File: src/rtl/riscv_ppreg_pkg.sv
// rtl/riscv_ppreg_pkg.sv - shared types and defaults for the pipeline-stage skid register
package riscv_ppreg_pkg;

  typedef enum logic [1:0] {PPREG_EMPTY, PPREG_ONE, PPREG_TWO} ppreg_state_t;

  localparam int PPREG_DATA_W_DEF = 64;
  localparam int PPREG_CNT_W_DEF  = 16;

endpackage

File: src/rtl/riscv_ppreg_skid_if.sv
// rtl/riscv_ppreg_skid_if.sv - upstream/downstream valid-ready payload bus of the stage register
interface riscv_ppreg_skid_if
  import riscv_ppreg_pkg::*;
#(
  parameter int DATA_W = PPREG_DATA_W_DEF
);

  logic              i_riscv_ppreg_valid_u;
  logic              o_riscv_ppreg_ready_u;
  logic [DATA_W-1:0] i_riscv_ppreg_data_u;
  logic              o_riscv_ppreg_valid_d;
  logic              i_riscv_ppreg_ready_d;
  logic [DATA_W-1:0] o_riscv_ppreg_data_d;

  modport master (
    output i_riscv_ppreg_valid_u, i_riscv_ppreg_data_u, i_riscv_ppreg_ready_d,
    input  o_riscv_ppreg_ready_u, o_riscv_ppreg_valid_d, o_riscv_ppreg_data_d
  );

  modport slave (
    input  i_riscv_ppreg_valid_u, i_riscv_ppreg_data_u, i_riscv_ppreg_ready_d,
    output o_riscv_ppreg_ready_u, o_riscv_ppreg_valid_d, o_riscv_ppreg_data_d
  );

endinterface

File: src/rtl/riscv_ppreg_satcnt.sv
// rtl/riscv_ppreg_satcnt.sv - saturating counter, only built with RISCV_PPREG_STALLCNT_EN
`ifdef RISCV_PPREG_STALLCNT_EN
module riscv_ppreg_satcnt #(
  parameter int W = 16
) (
  input  logic         clk_i,
  input  logic         rst_ni,
  input  logic         inc_i,
  output logic [W-1:0] count_o
);

  logic [W-1:0] count_q, count_d;

  always_comb begin
    count_d = count_q;
    if (inc_i && (count_q != {W{1'b1}})) begin
      count_d = count_q + W'(1);
    end
  end

  always_ff @(posedge clk_i or negedge rst_ni) begin
    if (!rst_ni) begin
      count_q <= '0;
    end else begin
      count_q <= count_d;
    end
  end

  assign count_o = count_q;

endmodule
`endif

File: src/rtl/riscv_ppreg_skid.sv
// rtl/riscv_ppreg_skid.sv - 2-entry skid pipeline-stage register with flush
// Optional stall counter enabled by RISCV_PPREG_STALLCNT_EN.
module riscv_ppreg_skid
  import riscv_ppreg_pkg::*;
#(
  parameter int DATA_W       = PPREG_DATA_W_DEF,
  parameter bit CLR_ON_FLUSH = 1'b1,
  parameter int CNT_W        = PPREG_CNT_W_DEF
) (
  input  logic                i_riscv_ppreg_clk,
  input  logic                i_riscv_ppreg_rst,
  input  logic                i_riscv_ppreg_flush,
  riscv_ppreg_skid_if.slave   bus,
  output logic [CNT_W-1:0]    o_riscv_ppreg_stallcnt
);

  ppreg_state_t      state_q, state_d;
  logic [DATA_W-1:0] main_q, main_d;
  logic [DATA_W-1:0] skid_q, skid_d;
  logic              ready_u, valid_d;
  logic              in_fire, out_fire;

  assign in_fire  = bus.i_riscv_ppreg_valid_u & ready_u;
  assign out_fire = valid_d & bus.i_riscv_ppreg_ready_d;

  always_ff @(posedge i_riscv_ppreg_clk or negedge i_riscv_ppreg_rst) begin
    if (!i_riscv_ppreg_rst) begin
      state_q <= PPREG_EMPTY;
      main_q  <= '0;
      skid_q  <= '0;
    end else begin
      state_q <= state_d;
      main_q  <= main_d;
      skid_q  <= skid_d;
    end
  end

  always_comb begin
    state_d = state_q;
    main_d  = main_q;
    skid_d  = skid_q;
    if (i_riscv_ppreg_flush) begin
      // A same-cycle out_fire is still consumed downstream; the input is dropped.
      state_d = PPREG_EMPTY;
      if (CLR_ON_FLUSH) begin
        main_d = '0;
        skid_d = '0;
      end
    end else begin
      unique case (state_q)
        PPREG_EMPTY: begin
          if (in_fire) begin
            state_d = PPREG_ONE;
            main_d  = bus.i_riscv_ppreg_data_u;
          end
        end
        PPREG_ONE: begin
          if (in_fire && out_fire) begin
            main_d = bus.i_riscv_ppreg_data_u;
          end else if (in_fire) begin
            state_d = PPREG_TWO;
            skid_d  = bus.i_riscv_ppreg_data_u;
          end else if (out_fire) begin
            state_d = PPREG_EMPTY;
          end
        end
        PPREG_TWO: begin
          if (out_fire) begin
            state_d = PPREG_ONE;
            main_d  = skid_q;
          end
        end
        default: state_d = PPREG_EMPTY;
      endcase
    end
  end

  // Outputs decode registered state only, so ready_d never reaches ready_u.
  always_comb begin
    ready_u = (state_q != PPREG_TWO);
    valid_d = (state_q != PPREG_EMPTY);
  end

  assign bus.o_riscv_ppreg_ready_u = ready_u;
  assign bus.o_riscv_ppreg_valid_d = valid_d;
  assign bus.o_riscv_ppreg_data_d  = main_q;

`ifdef RISCV_PPREG_STALLCNT_EN
  riscv_ppreg_satcnt #(.W(CNT_W)) u_stallcnt (
    .clk_i   (i_riscv_ppreg_clk),
    .rst_ni  (i_riscv_ppreg_rst),
    .inc_i   (bus.i_riscv_ppreg_valid_u & ~ready_u),
    .count_o (o_riscv_ppreg_stallcnt)
  );
`else
  assign o_riscv_ppreg_stallcnt = '0;
`endif

endmodule

File: src/flat_wrapper.sv
// flat-port wrapper written by rule: the top's interface ports become plain ports
module riscv_ppreg_skid_flat import riscv_ppreg_pkg::*;
#(
  parameter int DATA_W       = PPREG_DATA_W_DEF,
  parameter bit CLR_ON_FLUSH = 1'b1,
  parameter int CNT_W        = PPREG_CNT_W_DEF
)
  (i_riscv_ppreg_clk, i_riscv_ppreg_rst, i_riscv_ppreg_flush, o_riscv_ppreg_stallcnt, bus_i_riscv_ppreg_valid_u, bus_i_riscv_ppreg_data_u, bus_i_riscv_ppreg_ready_d, bus_o_riscv_ppreg_ready_u, bus_o_riscv_ppreg_valid_d, bus_o_riscv_ppreg_data_d);
  riscv_ppreg_skid_if #(.DATA_W(DATA_W)) bus_i ();
  input  logic i_riscv_ppreg_clk;
  input  logic i_riscv_ppreg_rst;
  input  logic i_riscv_ppreg_flush;
  output logic [CNT_W-1:0] o_riscv_ppreg_stallcnt;
  input wire logic [$bits(bus_i.i_riscv_ppreg_valid_u)-1:0] bus_i_riscv_ppreg_valid_u;
  input wire logic [$bits(bus_i.i_riscv_ppreg_data_u)-1:0] bus_i_riscv_ppreg_data_u;
  input wire logic [$bits(bus_i.i_riscv_ppreg_ready_d)-1:0] bus_i_riscv_ppreg_ready_d;
  output wire logic [$bits(bus_i.o_riscv_ppreg_ready_u)-1:0] bus_o_riscv_ppreg_ready_u;
  output wire logic [$bits(bus_i.o_riscv_ppreg_valid_d)-1:0] bus_o_riscv_ppreg_valid_d;
  output wire logic [$bits(bus_i.o_riscv_ppreg_data_d)-1:0] bus_o_riscv_ppreg_data_d;
  assign bus_i.i_riscv_ppreg_valid_u = bus_i_riscv_ppreg_valid_u;
  assign bus_i.i_riscv_ppreg_data_u = bus_i_riscv_ppreg_data_u;
  assign bus_i.i_riscv_ppreg_ready_d = bus_i_riscv_ppreg_ready_d;
  assign bus_o_riscv_ppreg_ready_u = bus_i.o_riscv_ppreg_ready_u;
  assign bus_o_riscv_ppreg_valid_d = bus_i.o_riscv_ppreg_valid_d;
  assign bus_o_riscv_ppreg_data_d = bus_i.o_riscv_ppreg_data_d;
  riscv_ppreg_skid #(.DATA_W(DATA_W), .CLR_ON_FLUSH(CLR_ON_FLUSH), .CNT_W(CNT_W)) u_core (.i_riscv_ppreg_clk(i_riscv_ppreg_clk), .i_riscv_ppreg_rst(i_riscv_ppreg_rst), .i_riscv_ppreg_flush(i_riscv_ppreg_flush), .bus(bus_i), .o_riscv_ppreg_stallcnt(o_riscv_ppreg_stallcnt));
endmodule
File: config.mk
export PLATFORM = sky130hd
export DESIGN_NAME = riscv_ppreg_skid_flat
export DESIGN_NICKNAME = d
export VERILOG_FILES = /design/src/rtl/riscv_ppreg_pkg.sv /design/src/rtl/riscv_ppreg_skid_if.sv /design/src/rtl/riscv_ppreg_satcnt.sv /design/src/rtl/riscv_ppreg_skid.sv /design/src/flat_wrapper.sv
export SDC_FILE = /design/constraint.sdc
export NUM_CORES = 1
export LEC_CHECK = 0
export ABC_AREA = 1
export BUFFER_PORTS_ARGS = -buffer_cell sky130_fd_sc_hd__buf_2
export CAP_MARGIN = 30
export CORE_ASPECT_RATIO = 0.8
export CORE_UTILIZATION = 35
export CTS_CLUSTER_SIZE = 8
export DETAILED_ROUTE_END_ITERATION = 7
export PLACE_DENSITY = 0.64
export SLEW_MARGIN = 20
export SYNTH_ARGS = -nofsm -noshare
export SYNTH_HDL_FRONTEND = slang
export SYNTH_SLANG_ARGS = --single-unit
File: constraint.sdc
create_clock -name i_riscv_ppreg_clk -period 4.49 [get_ports i_riscv_ppreg_clk]
set_input_delay 0.2245 -clock i_riscv_ppreg_clk [delete_from_list [all_inputs] [get_ports i_riscv_ppreg_clk]]
set_output_delay 0.2245 -clock i_riscv_ppreg_clk [all_outputs]
set_load 0.05 [all_outputs]
After elaboration in Yosys (flattened, before gate mapping)
Cells that the tools add are included.
- flip-flop bits (word level): 130
- latch bits: 0
- bits in writable memories: 0
- memory bits (read-only): 0
- input port bits: 69
- output and inout bits: 82
- logic and storage cells: 38
- memories: 0
- add/subtract/negate cells: 0
- multipliers: 0
- div/mod/pow operators: 0
- order comparisons: 0
- eq/ne operators: 9
- shift-type cells: 0
- muxes and demuxes: 15
- bitwise operators: 2
- reduce and logical (&&, ||, !) cells: 9
- operator list (kind ; number):
    64-bit 2-to-1 mux ; 7
    64-bit one-hot mux with 3 select lines ; 1
    2-bit 2-to-1 mux ; 6
    3-bit by 2-bit inequality test with 1-bit output, second input constant ; 3
    4-bit AND reduction ; 2
    2-bit one-hot mux with 3 select lines ; 1
    2-bit nonzero test ; 3
    2-bit inequality test, second input constant ; 2
    4-bit by 2-bit inequality test with 1-bit output, second input constant ; 1
    4-bit nonzero test ; 1
    3-bit inequality test, second input constant ; 1
    3-bit AND reduction ; 1
    1-bit AND ; 2
    2-bit by 1-bit equality test with 1-bit output, second input constant ; 1
    2-bit equality test, second input constant ; 1
    2-bit logical NOT ; 1
    1-bit logical AND ; 1

Logic depth before layout (Yosys ltp)
- word-level depth: 7
- gate-level depth with buffers: 11
- depth with buffers taken out: 11

Worst setup path before layout
No wires, ideal clock.
- path kind: flip-flop to flip-flop
- from: register u_core.state_q[0]
- to: register u_core.main_q[10], in the netlist u_core.bus.o_riscv_ppreg_data_d[10]
- library setup time: 0.119 ns
- arrival time: 1.806 ns
- data required time: 4.371 ns
- path slack: 2.565 ns
- cell stages (with the launch flop): 12
- path buffers: 1
- clock period less this slack: 1.925 ns
- cells stage by stage: dfrtp_1 -> inv_1 -> ha_1 -> inv_1 -> nand2_1 -> inv_1 -> nand2_1 -> nand2_1 -> nand3_2 -> buf_2 -> nand2_1 -> nand2_1
- longest elaborated chain between the ends: 5
- elaborated cells between the ends (all ways): 15
- classes of those cells: 6 x eq/ne; 2 x mux; 2 x bitwise; 5 x reduce/logical
- ends and longest elaborated chain (item ; line ; source):
    start, declared ; riscv_ppreg_skid.sv:17 ; ppreg_state_t state_q, state_d;
    start signal, assigned ; riscv_ppreg_skid.sv:32 ; state_q <= state_d;
    2-bit nonzero test (*) ; riscv_ppreg_skid.sv:81 ; valid_d = (state_q != PPREG_EMPTY);
    via bus_o_riscv_ppreg_valid_d ; flat_wrapper.sv:18 ; output wire logic [$bits(bus_i.o_riscv_ppreg_valid_d)-1:0] bus_o_riscv_ppreg_valid_d;
    1-bit AND (*) ; riscv_ppreg_skid.sv:24 ; assign out_fire = valid_d & bus.i_riscv_ppreg_ready_d;
    1-bit logical AND ; riscv_ppreg_skid.sv:58 ; if (in_fire && out_fire) begin
    3-bit by 2-bit inequality test with 1-bit output (no line) ; n/a ;
    4-bit AND reduction (no line) (*) ; n/a ;
    end signal, assigned ; riscv_ppreg_skid.sv:33 ; main_q <= main_d;
    end, declared ; riscv_ppreg_skid.sv:18 ; logic [DATA_W-1:0] main_q, main_d;
Mark *: on every way through the listed nets, which the timed path passes. The rest lies on a longest branch.
A chain may end at the register's enable or synchronous reset.

Worst setup path after layout
- from: register u_core.state_q[0]
- to: register u_core.main_q[41], in the netlist u_core.bus.o_riscv_ppreg_data_d[41]
- longest elaborated chain between the ends: 5
- elaborated cells between the ends (all ways): 15
- classes of those cells: 6 x eq/ne; 2 x mux; 2 x bitwise; 5 x reduce/logical
- ends and longest elaborated chain (item ; line):
    2-bit inequality test or 2-bit nonzero test (tied branches) ; riscv_ppreg_skid.sv:80, riscv_ppreg_skid.sv:81
    1-bit AND, on equally long branches ; riscv_ppreg_skid.sv:23, riscv_ppreg_skid.sv:24
    1-bit logical AND ; riscv_ppreg_skid.sv:58
    3-bit by 2-bit inequality test with 1-bit output (no line) ; n/a
    4-bit AND reduction (no line) ; n/a
Several ways; a longest one is shown, not always the timed one.

==> summary.md <==
| Metric | Value |
|---|---|
| Status | completed |
| I/O pin cnt | 151 |
| Nets@finish | 1009 |
| Number of standard-cell rows in the floorplan | 44 |
| Max stage delay cell, worst path | nand3_2 |
| Most repeated library cell on the critical path | nand2_1 |
| Max FO, Critical Path | 28 |
| PortBufs | 134 |
| Gate count of the mapped netlist | 835 |
| Busiest metal layer after global routing | met2 |
| Met2 capacity usage during global routing | 29.4% |
| Floorplan die width | 154 um |
| Most used standard cell by instance count after synthesis | nand2_1 |
| Initial cell density of the core | 35.7% |
| Worst-path cell chain | inv_1 > ha_1 > inv_2 > nand2_1 > nand2_1 > nand2_1 > inv_2 > nand3_2 > buf_4 > nand2_1 > nand2_1 |
| Parity-gate share of the synthesized area counting xor and xnor cells | 0% |
| RSZ-0062 raised after global routing | no |
| Root Buffer | clkbuf_16 |
| Number of DRC violations after detailed routing | 0 |
| Final design utilization | 42.7% |
| Critical path endpoint category | flip-flop |
| Most used DFF post-synth | dfrtp_1 |
| Buffers from clock root to sink, at most | 2 |
| Sequential share of the synthesized area | 50.4% |
| Kind of critical path | reg2reg |
| Hold-fix buffers at CTS | 1 |
| Per-instance average area after synthesis | 7.73 um^2 |
| Max Slew Vio Count | 0 |
| Fraction of the cycle the final worst path needs | 62.1% |
| Share of the synthesized area in compound gates (AO/OA/AOI/OAI) | 4.96% |
| Global-route wire length before repair | 29000 um |
| Final hold violation count | 0 |
| Type of the most critical hold path | in2reg |
| Dpl cell area | 7130 um^2 |
| Number of buffers inserted to repair setup after CTS | 0 |
| Multiplexer fraction of the synthesized cell area | 0% |
| Ratio of total power to cell area | 710 nW/um^2 |
| Detailed Place HPWL | 10700 um |
| Mapped Area | 6460 um^2 |
| Met3 global-route usage | 4.56% |
| Vias per cell | 5.00 |
| Fraction of final layout cells sized beyond drive strength 1 | 19.3% |
| Endpoints failing setup | 0 |
| Total Routing Usage GR | 19.7% |
| Via count of the first global-routing pass | 5387 |
| Leakage power figure | 4.47 nW |
| DRT Pass-1 Iters | 6 |
| Die Outline Area | 19000 um^2 |
| Post-synth EDFFs | 0 |
| WL per Instance | 15.4 um |
| Antenna Nets Post-Route | 0 |
| Critical Path RT | 4780 ps |
| First DRT Iteration DRCs | 367 |
| Count of distinct cell types in the synthesized netlist | 19 |
| Transition time at the pin with the least slew margin | 817 ps |
| WHS | 15.1 ps |
| Number of synthesized register bits | 130 |
| Achievable frequency | 359 MHz |
| Setup ws final | 1700 ps |
| Setup_tns | 0 ps |
| Clock insertion delay at the later pin of the skew report | 410 ps |
| Main area contributors after synthesis | dfrtp_1, nand2_1, nor2_1 |
| Warnings, synthesis | 0 |
| FFs w/ async S/R, synth | 100% |
| Largest net degree at the start of global routing | 97 |
| Maximum single-stage delay on the critical path | 500 ps |
| Sort of element at the start of the critical path | flip-flop |
| Post_cts resized | 0 |
| Simple-gate share of the synthesized area | 35.5% |
| Max transition margin | 45.5% |
| Pre-CTS setup slack | 1660 ps |
| Critical Path AT | 3080 ps |
| Count of max-cap constraint violations | 0 |
| Inserted Clock Buffers | 17 |
| Total Wirelength | 18100 um |
| Area Growth Syn to Fin | 19.9% |
| Share of the synthesized area in the top cell type | 50.4% |
| Detailed-route via count | 5887 |
| Largest family of logic cells by synthesized area | simple AND/OR/NAND/NOR gates |
| Worst Clk Skew | 8.93 ps |
| IR Drop Worst-Case VDD | 0.526 mV |
| Top cells by count, synth | nand2_1, nor2_1, dfrtp_1, nand3_1 |
| Routability congestion estimate from global placement | 0.757 |
| Level count of the clock H-tree | 4 |
| Reg clk slew, reported paths | 60 ps |
| GR met1 Demand/Resource | 28.6% |
| Final worst path period need | 2790 ps |
| Vert. Die Dim | 124 um |
| Number of antenna violations at the first check in global routing | 1 |
| Area inside the core boundary | 18100 um^2 |
| Cell type contributing the most total cell area after synthesis | dfrtp_1 |
| Number of clock sinks | 130 |
| Final instance area | 7740 um^2 |
| Congestion Overflow GR | 0 |
| TritonCTS clock tree | done |
| Adder and majority gate portion of the synthesized area | 1.16% |
==> layer usage <==
metal  wire length [um]  vias to the layer above
met3               1050                        7
li1                   -                     2887
met4                110                        0
met2               7830                      196
met1               9100                     2797
met5                  0                        -
==> placed cells by master (no fill, tap or decap), types with 11 or more instances in the layout <==
| master | netlist | layout |
|---|---|---|
| clkbuf_16 | 0 | 17 |
| conb_1 | 1 | 16 |
| dfrtp_1 | 130 | 130 |
| nor2_1 | 135 | 135 |
| buf_2 | 32 | 133 |
| nand3_1 | 67 | 66 |
| nand2_1 | 272 | 270 |
| buf_4 | 33 | 11 |
| o21ai_0 | 64 | 64 |
| nand4_1 | 64 | 64 |
==> worst max-delay path: cells and delay by family (launching register included) <==
family | cells | cell delay, ps
buf+inv | 4 | 930
flops | 1 | 390
fa+ha+maj | 1 | 390
simple gates | 6 | 950
==> cell type report <==
class                   count  area [um^2]
diodes                      1         2.50
clock buffers              26          499
clock inverters             5         75.1
fillers                  1848        10400
inverters                  10         38.8
multi-input cells         627         2760
flip-flops and latches    130         3250
well taps                 230          288
repair buffers            148          825
==> metrics by stage <==
step	power, mW	cells
finish	5.50	1177
global route	5.81	1176
CTS	5.54	1175
detailed placement	4.16	1143
global placement	4.14	1142
floorplan	3.56	850
==> worst paths after layout <==
path	startpoint	end	slack (ps)	cells past startpoint
max in group asynchronous	i_riscv_ppreg_rst	u_core.bus.o_riscv_ppreg_data_d[61]	3040	4
hold / removal	bus_i_riscv_ppreg_data_u[1]	u_core.skid_q[1]	20	3
setup / recovery	u_core.state_q[0]	u_core.bus.o_riscv_ppreg_data_d[41]	1700	11
min in group asynchronous	i_riscv_ppreg_rst	u_core.bus.o_riscv_ppreg_data_d[47]	320	2
hold reg to reg	u_core.bus.o_riscv_ppreg_data_d[51]	u_core.bus.o_riscv_ppreg_data_d[51]	470	2
setup reg to reg	u_core.state_q[0]	u_core.bus.o_riscv_ppreg_data_d[41]	1700	11
==> power breakdown <==
part,switching [mW],total (mW),leakage [nW],internal (mW)
clock network,0.493,1.36,0.284,0.872
logic,1.90,2.40,2.45,0.500
registers,0.208,1.73,1.74,1.53
total,2.60,5.50,4.47,2.90
==> cell families (layout without fill, tap and decap cells) <==
group,after synthesis,in the layout
AND/OR/NAND/NOR,541,541
flip-flops,130,130
buffers and inverters,93,189
AO/OA/AOI/OAI,64,64
adder cells (fa/ha/maj),6,6
other,1,17
==> state kept, by name (all words and copies together) (netlist names) <==
signal,cells
u_core.bus.o_riscv_ppreg_data_d,64
u_core.state_q,2
u_core.skid_q,64
(Power assumes the default switching activity.)
